### src/rtl/nibble_serial_logic_pkg.sv
// Shared definitions for the nibble-serial logic unit: op encoding and FSM states.
// Imported by the top level and by the slice ALU.
package nibble_serial_logic_pkg;

  localparam logic [1:0] OP_AND = 2'b00;
  localparam logic [1:0] OP_OR  = 2'b01;
  localparam logic [1:0] OP_XOR = 2'b10;
  localparam logic [1:0] OP_NOR = 2'b11;

  typedef enum logic [1:0] {
    ST_IDLE = 2'd0,
    ST_RUN  = 2'd1,
    ST_DONE = 2'd2
  } state_t;

endpackage

### src/rtl/nibble_serial_logic_four_bit_logic.sv
// Combinational bitwise op unit for one slice of the operands.
// Applies AND / OR / XOR / NOR to a SLICE-wide pair of inputs.
module four_bit_logic
  import nibble_serial_logic_pkg::*;
#(
  parameter int SLICE = 4
) (
  input  logic [1:0]       op,
  input  logic [SLICE-1:0] a,
  input  logic [SLICE-1:0] b,
  output logic [SLICE-1:0] y
);

  always_comb begin
    // NOTE: default assignment before the case keeps this purely combinational (no inferred latch).
    y = '0;
    case (op)
      OP_AND:  y = a & b;
      OP_OR:   y = a | b;
      OP_XOR:  y = a ^ b;
      OP_NOR:  y = ~(a | b);
      default: y = '0;
    endcase
  end

endmodule

### src/rtl/nibble_serial_logic.sv
// Bitwise logic unit that processes WIDTH-bit operands one SLICE per cycle,
// with valid/ready handshakes on both the request and the result side.
module nibble_serial_logic
  import nibble_serial_logic_pkg::*;
#(
  parameter int WIDTH = 32,
  parameter int SLICE = 4
) (
  input  logic             clk,
  input  logic             reset_n,
  input  logic             in_valid,
  output logic             in_ready,
  input  logic [WIDTH-1:0] a,
  input  logic [WIDTH-1:0] b,
  input  logic [1:0]       op,
  output logic             out_valid,
  input  logic             out_ready,
  output logic [WIDTH-1:0] y,
  output logic             zero,
  output logic             busy
);

  localparam int NSLICE = WIDTH / SLICE;
  localparam int CNT_W  = (NSLICE > 1) ? $clog2(NSLICE) : 1;
  localparam logic [CNT_W-1:0] LAST_SLICE = CNT_W'(NSLICE - 1);

  state_t           state;
  logic [CNT_W-1:0] cnt;
  logic [WIDTH-1:0] a_reg;
  logic [WIDTH-1:0] b_reg;
  logic [1:0]       op_reg;
  logic [WIDTH-1:0] y_reg;

  logic [SLICE-1:0] a_slice;
  logic [SLICE-1:0] b_slice;
  logic [SLICE-1:0] y_slice;

  // The single op unit is time-shared: the counter selects which slice it sees.
  assign a_slice = a_reg[cnt*SLICE +: SLICE];
  assign b_slice = b_reg[cnt*SLICE +: SLICE];

  four_bit_logic #(
    .SLICE (SLICE)
  ) u_alu (
    .op (op_reg),
    .a  (a_slice),
    .b  (b_slice),
    .y  (y_slice)
  );

  // NOTE: all state, including the handshake flags, uses non-blocking assignments.
  always_ff @(posedge clk or negedge reset_n) begin
    if (!reset_n) begin
      state     <= ST_IDLE;
      cnt       <= '0;
      a_reg     <= '0;
      b_reg     <= '0;
      op_reg    <= OP_AND;
      y_reg     <= '0;
      in_ready  <= 1'b1;
      out_valid <= 1'b0;
      busy      <= 1'b0;
    end else begin
      case (state)
        ST_IDLE: begin
          if (in_valid) begin
            a_reg    <= a;
            b_reg    <= b;
            op_reg   <= op;
            cnt      <= '0;
            y_reg    <= '0;
            state    <= ST_RUN;
            in_ready <= 1'b0;
            busy     <= 1'b1;
          end
        end
        ST_RUN: begin
          y_reg[cnt*SLICE +: SLICE] <= y_slice;
          if (cnt == LAST_SLICE) begin
            cnt       <= '0;
            state     <= ST_DONE;
            out_valid <= 1'b1;
          end else begin
            cnt <= cnt + 1'b1;
          end
        end
        ST_DONE: begin
          // Result and flags stay frozen until the consumer takes them.
          if (out_ready) begin
            state     <= ST_IDLE;
            out_valid <= 1'b0;
            busy      <= 1'b0;
            in_ready  <= 1'b1;
          end
        end
        default: begin
          state     <= ST_IDLE;
          in_ready  <= 1'b1;
          out_valid <= 1'b0;
          busy      <= 1'b0;
        end
      endcase
    end
  end

  assign y    = y_reg;
  assign zero = ~|y_reg;

endmodule

### config.mk
export PLATFORM = sky130hd
export DESIGN_NAME = nibble_serial_logic
export DESIGN_NICKNAME = d
export VERILOG_FILES = /design/src/rtl/nibble_serial_logic_pkg.sv /design/src/rtl/nibble_serial_logic_four_bit_logic.sv /design/src/rtl/nibble_serial_logic.sv
export SDC_FILE = /design/constraint.sdc
export NUM_CORES = 1
export LEC_CHECK = 0
export CAP_MARGIN = 0
export CORE_ASPECT_RATIO = 1.4
export CORE_MARGIN = 4
export CORE_UTILIZATION = 40
export CTS_BUF_LIST = sky130_fd_sc_hd__clkbuf_8
export CTS_CLUSTER_DIAMETER = 100
export DETAILED_ROUTE_END_ITERATION = 10
export PLACE_DENSITY = 0.71
export SYNTH_ARGS = -nofsm -noshare
export SYNTH_HDL_FRONTEND = slang
export SYNTH_HIERARCHICAL = 1
export SYNTH_SLANG_ARGS = --single-unit
### constraint.sdc
create_clock -name clk -period 3.2 [get_ports clk]
set_input_delay 0.64 -clock clk [delete_from_list [all_inputs] [get_ports clk]]
set_output_delay 0.64 -clock clk [all_outputs]
set_load 0.005 [all_outputs]
* Word-level counts from Yosys, hierarchy flattened
Cells that the tools add are included.
** Cells by class
- Muxes and demuxes :: 19
- Bitwise operators :: 6
- Shift operators :: 4
- Reductions and logical operators :: 10
- Equality and inequality tests :: 9
- $add $sub $neg :: 2
** Operators with widths (number)
- 32-bit case mux with 2 select lines :: 1
- 32-bit by 6-bit indexed part select with 4-bit output :: 2
- 5-bit negator with 34-bit output :: 1
- 4-bit by 34-bit variable shift with 32-bit output, first input constant :: 1
- 4-bit by 34-bit indexed part select with 32-bit output :: 1
- 32-bit bitwise mux :: 1
- 32-bit two-way mux :: 1
- 32-bit OR reduction :: 1
- 4-bit case mux with 4 select lines :: 1
- 1-bit case mux with 3 select lines :: 3
- 3-bit AND reduction :: 3
- 2-bit == test, second input constant :: 3
- 2-bit two-way mux :: 3
- 3-bit two-way mux :: 2
- 2-bit != test, second input constant :: 3
- 2-bit case mux with 3 select lines :: 1
- 3-bit case mux with 2 select lines :: 1
- 1-bit two-way mux :: 5
- 4-bit bitwise AND :: 1
- 2-bit by 1-bit == test with 1-bit output, second input constant :: 2
- 2-bit logical NOT :: 2
- 4-bit NOT :: 1
- 4-bit OR :: 1
- 2-bit AND reduction :: 2
- 6 further kinds :: 7
** Storage, ports and cells
- Output and inout bits :: 36
- Word-level logic and storage cells :: 59
- Input bits :: 70
- Register bits after elaboration :: 106

* Logic depth before layout (Yosys ltp)
- Word-level depth :: 7
- Mapped depth :: 11

* Hierarchy
Netlist, hierarchy kept.
** Modules (own cells, without submodules)
- nibble_serial_logic :: sequential area each 2653.8 um^2, instances 1, cells an instance 494, area each 4964.8 um^2
- four_bit_logic :: sequential area each 0.0 um^2, instances 1, cells an instance 30, area each 260.2 um^2

* Worst setup path before layout
Ideal clock, no wire load.
- Path type :: flip-flop to flip-flop
- Start point :: register cnt[0]
- End point :: register y_reg[11], in the netlist y[11]
- Cell stages (with the launch flop) :: 11
- Required time :: 3.078 ns
- Path slack :: 0.862 ns
- Buffers on the path :: 2
- Clock period less this slack :: 2.338 ns
- Data arrival time :: 2.216 ns
- Setup time :: 0.122 ns
- Path through :: dfrtp_1 -> buf_6 -> mux4_2 -> nor2_1 -> a221oi_1 -> inv_1 -> ha_1 -> mux2i_1 -> mux2i_1 -> buf_1 -> a32o_1
** On the way
- Longest elaborated chain between the ends :: 7
- Elaborated cells on any way between the ends :: 12
** RTL lines
- from (decl) :: line nibble_serial_logic.sv:28 : logic [CNT_W-1:0] cnt;
- from (signal assigned) :: line nibble_serial_logic.sv:84 : cnt <= cnt + 1'b1;
- 32-bit by 6-bit indexed part select with 4-bit output (*) :: line nibble_serial_logic.sv:39 : assign a_slice = a_reg[cnt*SLICE +: SLICE];
- via a_slice[3] :: line nibble_serial_logic.sv:34 : logic [SLICE-1:0] a_slice;
- 4-bit OR :: line nibble_serial_logic_four_bit_logic.sv:19, nibble_serial_logic_four_bit_logic.sv:21
- 4-bit NOT :: line nibble_serial_logic_four_bit_logic.sv:21 : OP_NOR: y = ~(a | b);
- 4-bit case mux with 4 select lines (*) :: line nibble_serial_logic_four_bit_logic.sv:17 : case (op)
- via y_slice[3] :: line nibble_serial_logic.sv:36 : logic [SLICE-1:0] y_slice;
- 4-bit by 34-bit indexed part select with 32-bit output (*) :: line nibble_serial_logic.sv:78 : y_reg[cnt*SLICE +: SLICE] <= y_slice;
- 32-bit bitwise mux (*) :: line nibble_serial_logic.sv:78
- 32-bit case mux with 2 select lines (*) :: line nibble_serial_logic.sv:64 : case (state)
- to (signal, indexed assignment) :: line nibble_serial_logic.sv:78
- to (decl) :: line nibble_serial_logic.sv:32 : logic [WIDTH-1:0] y_reg;
Mark *: on every way through the listed nets, which the timed path passes. The rest lies on a longest branch.
A chain may end at the register's enable or synchronous reset.

* Worst setup path in the final report
- Start point :: register cnt[2]
- End point :: register y_reg[9], in the netlist y[9]
The elaborated chain is that of the path after synthesis.

==> metrics.cfg <==
[routing]
drc=0
routedWlPerCell_um=15.8
viasPerCell=5.18
routed.top_layer=met4
dr_wl_met3_um=480
vias=4049
m1WireLength_um=5110
first_iter_violations=183
met2_length_um=6570
antenna_left=0
wirelength_um=12300
dr.pass1.iters=4

[placement]
io_buffers=105
dp_hpwl_um=9500
dp_cells=765
gp_congestion=0.872
post-place-ws_ns=0.521

[cts]
cts_sinks=106
postCtsSetupBuffers=0
cts.path.max_buffers=2
path_clk_slew_ns=0.10
htree_levels=3
cts-buffers-inserted=9
cts_tree=built
cts_resized=0
cts-hold-fix-buffers=0
clkLatencyLatePin_ns=0.37
root_buffer=clkbuf_8

[die]
row_count=49
initial_utilization=0.408
die_h_um=143
die_w_um=105
dieArea_mm2=0.0150
core_area_mm2=0.0128
io-pin-count=106

[yosys]
synth_edf_count=0
ys_types=42
syn_nets=609
netlist_instances=524
synth_ff_type=dfrtp_1
syn-cell-area_mm2=0.00523
synth_area_per_cell_um2=9.97
ys_async_sr_fraction=1.00
yosys_warnings=6
seq_area_frac_synth=0.508
ys_ff_latch=106

[critical_path]
required_ns=3.47
cpLargestDelayFamily=simple AND/OR/NAND/NOR gates
path_buf_inv=2
cpPeakStageDelay_ns=0.65
crit_chain=nor2_1 > a221oi_1 > inv_1 > ha_1 > mux2i_1 > mux2i_1 > buf_4 > a32o_1
regToRegStartpoint=cnt[2]
arrival_ns=2.91
cp-end-kind=flop
crit_path_frequent_cell=mux2i_1
reg2reg_to=y[9]
start_kind=flop
reg2regPathDepth=8
critPathSlowestCell=nor2_1
critPathKind=flop to flop
reg2reg_setup_slack_ns=0.56
cp.depth=8
cp_max_fo=13

[timing]
setup_tns_ns=0
setup_viol=0
timing.final.ws_setup_ns=0.559
finalCriticalPeriod_ns=2.64
finalHoldViolCount=0
tightest_slew_ns=0.965
rsz0062_at_grt=false
fin_crit_sh=0.825
skew_ns=0.0110
slew_viol_final=0
slew_headroom=0.355
max_freq_mhz=379

[grt]
grt_max_degree=75
antenna_found_initial=0
gr-usage-all-layers=0.168
grt-ovfl-total=0
grt_pass1_wl_um=20300
grt_pass1_vias=4139

[run]
cap_violations=0

[cells_and_area]
register_area_mm2=0.00266
multiInputGateArea_mm2=0.00231
final_util=0.518
insertedDiodeCount=0
final_nets=708
fill_cells=1168
drive_gt1_frac=0.0908
area_growth_pct=26.9
final_cells=781

[power]
leakagePower_nw=3.24
p_switching_w=0.00270
power_frac_comb=0.499
intPower_w=0.00405
peakVddDrop_mv=0.388
power.density_mw_per_mm2=1020
pwr-share-seq=0.354
swShare=0.400
power.clock.fraction=0.147

[run_status]
status=complete, no violations

[worst_hold_path]
min_path_type=input port to asynchronous set/reset pin

[worst max path at each step]
| stage | from | endpoint |
|---|---|---|
| 5_1_grt | cnt[2] | y[9] |
| 6_report | cnt[2] | y[9] |
| 3_5_place_dp | cnt[2] | y[9] |
| 3_3_place_gp | cnt[2] | y[10] |
| 4_1_cts | cnt[2] | y[9] |
| 2_1_floorplan | cnt[0] | y[11] |
[worst reg2reg max path: stages, from the launching register on]
cell	delay, ns
dfrtp_1	0.57
nor2_1	0.66
a221oi_1	0.28
inv_1	0.11
ha_1	0.24
mux2i_1	0.17
mux2i_1	0.09
buf_4	0.17
a32o_1	0.25
[cell type report]
type | count | area share
flip-flops and latches | 106 | 0.400
multi-input cells | 368 | 0.349
repair buffers | 119 | 0.174
well taps | 153 | 0.0289
clock buffers | 9 | 0.0187
clock inverters | 7 | 0.0185
inverters | 19 | 0.0108
[per-layer routing]
| metal | global-route usage | vias to the layer above |
|---|---|---|
| met3 | 0.0348 | 12 |
| li1 | - | 1968 |
| met1 | 0.203 | 1982 |
| met4 | 0.0470 | 0 |
| met5 | 0 | - |
| met2 | 0.305 | 87 |
[placed cells by master, fill, tap and decap left out, types with 9 or more instances in the layout]
cell type	synthesis	routed
buf_4	6	15
clkbuf_8	0	9
dfrtp_1	105	104
inv_1	16	16
mux2i_1	33	33
a22o_1	21	21
clkdlybuf4s50_1	0	104
nor2_1	16	16
nand2_1	215	215
ha_1	15	15
[through the flow]
stage | cell area [µm²] | power (W) | hold slack [ns]
final | 6630 | 0.00676 | 0.202
after global routing | 6630 | 0.00730 | 0.209
after CTS | 6630 | 0.00684 | 0.199
after detailed placement | 6380 | 0.00584 | 0.462
after global placement | 6380 | 0.00570 | 0.457
after floorplan | 5230 | 0.00460 | 0.344
[power by group through the flow]
stage | Sequential [W] | Combinational [W] | Clock, W
2_1_floorplan | 0.00224 | 0.00236 | 0
3_3_place_gp | 0.00240 | 0.00330 | 0
3_5_place_dp | 0.00243 | 0.00341 | 0
4_1_cts | 0.00240 | 0.00342 | 0.00102
5_1_grt | 0.00248 | 0.00375 | 0.00107
6_report | 0.00239 | 0.00337 | 0.000992
[synthesized netlist by cell type (3+ instances only)]
library cell	count	area [µm²]
a41oi_2	6	97.6
dfrtp_1	105	2630
buf_4	6	45.0
buf_6	3	33.8
ha_1	15	188
nor4_1	8	50.1
mux2i_1	33	330
buf_1	6	22.5
a221oi_1	8	70.1
nor2_1	16	60.1
xor2_1	4	35.0
a22o_1	21	184
buf_2	7	35.0
o21ai_1	3	15.0
clkbuf_1	8	30.0
inv_1	16	60.1
mux4_2	8	180
nand2_1	215	807
a32o_1	5	50.1
[logic make-up after synthesis]
group / share of synthesized area
AO/OA/AOI/OAI: 0.0860
XOR/XNOR: 0.00670
adder cells (fa/ha/maj): 0.0359
buffers and inverters: 0.0493
flip-flops: 0.508
multiplexers: 0.0977
AND/OR/NAND/NOR: 0.216
(Power assumes the default switching activity.)
